[config.mk]
export PLATFORM = sky130hd
export DESIGN_NAME = tpu_v1_flat
export DESIGN_NICKNAME = d
export VERILOG_FILES = /design/src/rtl/tpu_if.sv /design/src/rtl/tpu_v1.sv /design/src/flat_wrapper.sv
export SDC_FILE = /design/constraint.sdc
export NUM_CORES = 2
export LEC_CHECK = 0
export BUFFER_PORTS_ARGS = -buffer_cell sky130_fd_sc_hd__buf_2
export CAP_MARGIN = 20
export CORE_MARGIN = 5
export CORE_UTILIZATION = 65
export CTS_BUF_LIST = sky130_fd_sc_hd__clkbuf_8
export DETAILED_ROUTE_END_ITERATION = 6
export GPL_ROUTABILITY_DRIVEN = 0
export PLACE_DENSITY = 0.82
export SLEW_MARGIN = 15
export SYNTH_ARGS = -nofsm -noshare
export SYNTH_HDL_FRONTEND = slang
export SYNTH_SLANG_ARGS = --single-unit
[constraint.sdc]
create_clock -name clk -period 16.99 [get_ports clk]
set_input_delay 0 -clock clk [delete_from_list [all_inputs] [get_ports clk]]
set_output_delay 0 -clock clk [all_outputs]
set_load 0.02 [all_outputs]
[src/rtl/tpu_if.sv]
// Host-side bus of the tpu_v1 matrix-multiply accelerator: buffer access plus start/done.
interface tpu_if #(parameter int DW = 16);
    logic          tpu_start;
    logic [9:0]    write_addr;
    logic [9:0]    data_size;
    logic [DW-1:0] data_in;
    logic          write_en;
    logic [DW-1:0] data_out;
    logic          tpu_done;

    modport master (output tpu_start, write_addr, data_size, data_in, write_en,
                    input  data_out, tpu_done);
    modport slave  (input  tpu_start, write_addr, data_size, data_in, write_en,
                    output data_out, tpu_done);
endinterface

[src/rtl/tpu_v1.sv]
// 4x4 matrix multiply C = A x B on a tiled array_size^2 output-stationary systolic MAC array,
// operating on a 48-word host-visible buffer (A, B, C).
module tpu_v1_pe #(
    parameter int DW = 16
) (
    input  logic          clk,
    input  logic          rst,
    input  logic          clr,
    input  logic          en,
    input  logic [DW-1:0] a,
    input  logic [DW-1:0] b,
    output logic [DW-1:0] acc
);
    always_ff @(posedge clk) begin
        if (rst || clr) acc <= '0;
        else if (en)    acc <= acc + a * b;
    end
endmodule

module tpu_v1 #(
    parameter int datawith   = 16,
    parameter int array_size = 2
) (
    input  logic   clk,
    input  logic   rst_n,
    tpu_if.slave   bus
);
    localparam int N  = 4;
    localparam int S  = array_size;
    localparam int T  = N / S;
    localparam int CL = N + 2 * S - 2;
    localparam int DW = datawith;

    typedef enum logic [2:0] {IDLE, CLEAR, COMPUTE, WB, DONE} state_t;

    state_t        state;
    logic [4:0]    cnt;
    logic [1:0]    ti, tj;
    logic          start_q;
    logic [DW-1:0] mem [48];

    logic [S-1:0][DW-1:0]        inj_a, inj_b;
    logic [S-1:0][S-1:0][DW-1:0] a_pipe, b_pipe, acc;
    logic [DW-1:0]               wb_data;
    logic [5:0]                  wb_addr;
    logic [4:0]                  phase;

    // Stage-0 pipe registers are loaded one phase ahead (starting in CLEAR), so
    // PE(i,j) sees k = cnt-i-j during COMPUTE and the window fits N+2S-2 cycles.
    always_comb begin
        inj_a   = '0;
        inj_b   = '0;
        wb_data = '0;
        wb_addr = '0;
        phase   = (state == CLEAR) ? 5'd0 : cnt + 5'd1;
        for (int i = 0; i < S; i++)
            for (int k = 0; k < N; k++)
                if ((state == CLEAR || state == COMPUTE) && phase == 5'(i + k)) begin
                    inj_a[i] = mem[6'(4 * (int'(ti) * S + i) + k)];
                    inj_b[i] = mem[6'(16 + 4 * k + int'(tj) * S + i)];
                end
        for (int i = 0; i < S; i++)
            for (int j = 0; j < S; j++)
                if (cnt == 5'(i * S + j)) begin
                    wb_data = acc[i][j];
                    wb_addr = 6'(32 + 4 * (int'(ti) * S + i) + int'(tj) * S + j);
                end
    end

    always_ff @(posedge clk) begin
        if (rst_n) begin
            a_pipe <= '0;
            b_pipe <= '0;
        end else if (state == CLEAR || state == COMPUTE) begin
            for (int i = 0; i < S; i++) begin
                a_pipe[i][0] <= inj_a[i];
                b_pipe[0][i] <= inj_b[i];
                for (int j = 1; j < S; j++) begin
                    a_pipe[i][j] <= (state == CLEAR) ? '0 : a_pipe[i][j-1];
                    b_pipe[j][i] <= (state == CLEAR) ? '0 : b_pipe[j-1][i];
                end
            end
        end
    end

    for (genvar gi = 0; gi < S; gi++) begin : g_row
        for (genvar gj = 0; gj < S; gj++) begin : g_col
            tpu_v1_pe #(.DW(DW)) u_pe (
                .clk (clk),
                .rst (rst_n),
                .clr (state == CLEAR),
                .en  (state == COMPUTE),
                .a   (a_pipe[gi][gj]),
                .b   (b_pipe[gi][gj]),
                .acc (acc[gi][gj])
            );
        end
    end

    // Buffer survives reset; host writes only land while idle.
    always_ff @(posedge clk) begin
        if (!rst_n) begin
            if (state == IDLE && bus.write_en && bus.write_addr < 10'd48)
                mem[bus.write_addr[5:0]] <= bus.data_in;
            else if (state == WB)
                mem[wb_addr] <= wb_data;
        end
    end

    always_ff @(posedge clk) begin
        if (rst_n)
            bus.data_out <= '0;
        else if (!bus.write_en)
            bus.data_out <= (bus.write_addr < 10'd48) ? mem[bus.write_addr[5:0]] : '0;
    end

    always_ff @(posedge clk) begin
        if (rst_n) begin
            state        <= IDLE;
            cnt          <= '0;
            ti           <= '0;
            tj           <= '0;
            start_q      <= 1'b0;
            bus.tpu_done <= 1'b0;
        end else begin
            start_q <= bus.tpu_start;
            case (state)
                IDLE: if (bus.tpu_start && !start_q) begin
                    state <= CLEAR;
                    ti    <= '0;
                    tj    <= '0;
                end
                CLEAR: begin
                    bus.tpu_done <= 1'b0;
                    cnt          <= '0;
                    state        <= COMPUTE;
                end
                COMPUTE: if (cnt == 5'(CL - 1)) begin
                    cnt   <= '0;
                    state <= WB;
                end else cnt <= cnt + 5'd1;
                WB: if (cnt == 5'(S * S - 1)) begin
                    cnt <= '0;
                    if (tj == 2'(T - 1)) begin
                        tj <= '0;
                        if (ti == 2'(T - 1)) state <= DONE;
                        else begin
                            ti    <= ti + 2'd1;
                            state <= CLEAR;
                        end
                    end else begin
                        tj    <= tj + 2'd1;
                        state <= CLEAR;
                    end
                end else cnt <= cnt + 5'd1;
                DONE: begin
                    bus.tpu_done <= 1'b1;
                    state        <= IDLE;
                end
                default: state <= IDLE;
            endcase
        end
    end
endmodule

[src/flat_wrapper.sv]
// flat-port wrapper written by rule: the top's interface ports become plain ports
module tpu_v1_flat 
#(
    parameter int datawith   = 16,
    parameter int array_size = 2
)
  (clk, rst_n, bus_tpu_start, bus_write_addr, bus_data_size, bus_data_in, bus_write_en, bus_data_out, bus_tpu_done);
  tpu_if #(.DW(16)) bus_i ();
  input  logic clk;
  input  logic rst_n;
  input wire logic [$bits(bus_i.tpu_start)-1:0] bus_tpu_start;
  input wire logic [$bits(bus_i.write_addr)-1:0] bus_write_addr;
  input wire logic [$bits(bus_i.data_size)-1:0] bus_data_size;
  input wire logic [$bits(bus_i.data_in)-1:0] bus_data_in;
  input wire logic [$bits(bus_i.write_en)-1:0] bus_write_en;
  output wire logic [$bits(bus_i.data_out)-1:0] bus_data_out;
  output wire logic [$bits(bus_i.tpu_done)-1:0] bus_tpu_done;
  assign bus_i.tpu_start = bus_tpu_start;
  assign bus_i.write_addr = bus_write_addr;
  assign bus_i.data_size = bus_data_size;
  assign bus_i.data_in = bus_data_in;
  assign bus_i.write_en = bus_write_en;
  assign bus_data_out = bus_i.data_out;
  assign bus_tpu_done = bus_i.tpu_done;
  tpu_v1 #(.datawith(datawith), .array_size(array_size)) u_core (.clk(clk), .rst_n(rst_n), .bus(bus_i));
endmodule
==> flow_summary_export.csv <==
group,metric,value,unit
layout,final_area,0.0675,mm2
critical_path,arrival,6.84,ns
global_routing,grt_max_degree,74,
sta,rsz0062_at_grt,"no",
synth,synthCells,4871,
layout,fillers,5862,
sta,slew_headroom,16.6,%
run_status,violations,"design-rule violations",
clocking,cts_tree,"yes",
critical_path,start_kind,"register",
power_and_ir_drop,peakVddDrop,85.7,uV
synth,synth_ff_type,"edfxtp_1",
sta,min_period,6.09,ns
clocking,h-tree-depth,4,
sta,finalHoldViolCount,0,
power_and_ir_drop,leakage,23.9,nW
synth,avgSynthCellArea,12.8,um2
floorplan,dieArea,0.102,mm2
clocking,path_clk_slew,0.06,ns
synth,syn_area,0.0623,mm2
layout,syn_to_final_growth,8.26,%
sta,setup_viol,0,
route,ant_nets,0,
power_and_ir_drop,total_power,5.36,mW
route,dr.pass1.iters,7,
floorplan,io_pins,57,
route,finalWirelength,187000,um
run_status,outcome,"finished with violations",
place,io_buffer_count,46,
clocking,clock_sinks,992,
synth,async_flop_share,0,%
clocking,cts_buffers,158,
place,dpl_cell_area,0.0640,mm2
synth,ys_types,61,
critical_path,worst_ep_required_time,17.74,ns
hold_path,hp-class,"input pin to register",
layout,final_nets,5496,
floorplan,row_count,113,
clocking,root_buffer,"clkbuf_8",
global_routing,overflow,0,
critical_path,end_kind,"register",
clocking,clk_latency,0.88,ns
floorplan,core,0.0952,mm2
synth,synth_seq_cells,992,
place,dp_hpwl,122000,um
route,drc,40,
route,wl_per_cell,29.9,um
global_routing,grt_antenna_before_repair,11,
floorplan,floorplan.initialDensity,65.5,%
sta,max_slew.worst_pin.slew,1.25,ns
critical_path,critPathKind,"register to register",
route,num_vias,43700,
clocking,cts_buffer_depth,3,
synth,yosys_warnings,0,
global_routing,first_global_vias,44300,
global_routing,grt_pass1_wl,277000,um
synth,synth_fp_nets,5502,
layout,drive_above_1_share,18.2,%
route,routed_via_density,6.98,
sta,slew_viol_final,0,
sta,fin_skew,0.0565,ns
power_and_ir_drop,cellPowerDensity,79.5,mW/mm2
global_routing,grt_usage,36.7,%
floorplan,die_x,320,um
job,drv_cap,0,
synth,synth_seq_area_share,44.2,%
critical_path,crit_fanout,15,
sta,fmax,0.164,GHz
clocking,cts_setup_buffers,0,
route,drt_first_iter_violations,6638,
synth,synth_enable_flop_cells,768,
floorplan,die_h,320,um
sta,setup_tns,0,ns
sta,period_share,35.8,%
## path summary, 6_finish.rpt
check / slack (ns) / cells after the start / to / start
setup / recovery: 10.90 / 20 / u_core.g_row[0].g_col[1].u_pe.acc[15] / u_core.b_pipe[19]
hold / removal: 0.11 / 5 / u_core.bus.data_out[3] / bus_write_addr[4]
setup reg to reg: 10.90 / 20 / u_core.g_row[0].g_col[1].u_pe.acc[15] / u_core.b_pipe[19]
hold reg to reg: 0.45 / 2 / u_core.g_row[0].g_col[0].u_pe.acc[12] / u_core.g_row[0].g_col[0].u_pe.acc[12]
## through the flow
step | std cells | hold slack (ns) | util, % | setup slack [ns]
6_report | 6268 | 0.110 | 70.9 | 10.90
5_1_grt | 6264 | 0.0614 | 70.9 | 10.72
4_1_cts | 6256 | 0.00739 | 70.8 | 10.95
3_5_place_dp | 5940 | 0.235 | 67.2 | 10.99
3_3_place_gp | 5940 | 0.227 | 67.2 | 11.02
2_1_floorplan | 4871 | 0.128 | - | 11.67
## power by group
part	switching (mW)	internal [mW]	total [mW]
registers	0.0805	2.65	2.73
clock network	1.01	1.04	2.04
logic	0.403	0.193	0.596
total	1.49	3.87	5.36
## routing by layer
layer	track usage [%]	wire length (um)	vias to the layer above
li1	-	-	17400
met1	44.7	58500	21500
met2	54.8	83300	3845
met3	13.5	28900	969
met4	25.6	16800	10
met5	0.417	92	-
## Yosys cell counts, types with 4 or more instances
master	count	area share [%]
xnor2_1	126	1.8
buf_2	38	0.31
mux4_2	444	16
fa_1	376	12
or3_1	6	0.060
nand3_1	17	0.14
nand2b_1	23	0.23
and2_1	169	1.7
a22o_1	32	0.45
nor3b_1	4	0.048
xor2_1	31	0.44
or2_2	5	0.050
mux2i_1	54	0.87
o21a_1	17	0.20
a2111oi_0	5	0.070
o21ai_1	8	0.064
a31oi_1	40	0.40
inv_1	553	3.3
o31ai_1	15	0.18
a21o_1	22	0.26
nand2_1	658	4.0
buf_4	15	0.18
mux2_2	26	0.47
ha_1	215	4.3
dfxtp_1	224	7.2
nor2b_1	26	0.26
a21oi_1	122	0.98
a22oi_1	177	2.1
clkbuf_1	240	1.4
o22ai_1	4	0.040
a221oi_1	15	0.21
and3_1	5	0.050
a211oi_1	24	0.29
edfxtp_1	768	37
o21ai_0	70	0.56
nor3_1	9	0.072
nor2_1	216	1.3
buf_1	24	0.14
a41oi_1	14	0.20
## worst max-delay path: stages (launching register included)
cell	delay (ns)
dfxtp_1	1.02
and2_1	0.25
fa_1	0.41
inv_1	0.10
fa_1	0.43
fa_1	0.50
fa_1	0.54
inv_1	0.05
fa_1	0.47
inv_1	0.04
fa_1	0.47
inv_1	0.04
ha_1	0.32
a21o_1	0.19
a21o_1	0.22
nor2_1	0.09
o21ai_0	0.09
a21oi_1	0.32
xnor2_1	0.15
nand2_1	0.06
a21oi_1	0.16
## sequential cells by signal, indices dropped and copies added, names as in the netlist, named ones only
name	flops
u_core.ti	2
u_core.a_pipe	64
u_core.bus.data_out	16
u_core.bus.tpu_done	1
u_core.cnt	5
u_core.g_row.g_col.u_pe.acc	64
u_core.b_pipe	64
u_core.state	3
u_core.start_q	1
u_core.tj	2
u_core.mem	768
## kinds of logic after synthesis
| logic type | after synthesis | share of synthesized area (%) |
|---|---|---|
| and+or+nand+nor | 1151 | 8.04 |
| DFF | 992 | 44.2 |
| buffers and inverters | 873 | 5.45 |
| adders and majority gates | 591 | 16.4 |
| AOI/OAI and AO/OA | 581 | 6.29 |
| muxes | 524 | 17.4 |
| xor gates and xnor gates | 159 | 2.28 |
## cell usage in the layout, fill, tap and decap left out, types with 8 or more instances in the layout
cell type,count
a21o_1,22
and2_1,169
dlygate4sd3_1,23
o21ai_0,69
o21a_1,17
fa_1,376
a221oi_1,15
nand3_1,17
nand2b_1,22
mux2_2,26
xnor2_1,126
nor3_1,8
nor2_1,167
nor2b_1,25
nor2_2,18
mux2i_1,54
a22o_1,32
edfxtp_1,768
clkbuf_8,179
nor2_4,32
inv_1,602
clkinv_2,23
xor2_1,31
buf_2,42
o31ai_4,15
a31oi_1,40
buf_4,79
mux4_2,444
nand2_1,658
a22oi_1,177
a211oi_1,24
a21oi_1,122
dfxtp_1,219
clkinv_1,22
ha_1,215
a41oi_1,14
## repair_timing
action | in CTS | in global routing
hold endpoints to repair | 847 | 0
hold buffers | 23 | 0
resized for setup | 0 | 0
## area by class of cell
type / instances / area, um2 / share of cell area (%)
flip-flops and latches: 992 / 27600 / 40.8
inverters: 554 / 2080 / 3.08
clock buffers: 178 / 2450 / 3.63
clock inverters: 115 / 689 / 1.02
multi-input cells: 3006 / 31900 / 47.3
repair buffers: 153 / 1190 / 1.76
well taps: 1265 / 1580 / 2.34
diodes: 5 / 12.5 / 0.0185
Power figures use the tool's default switching activity.
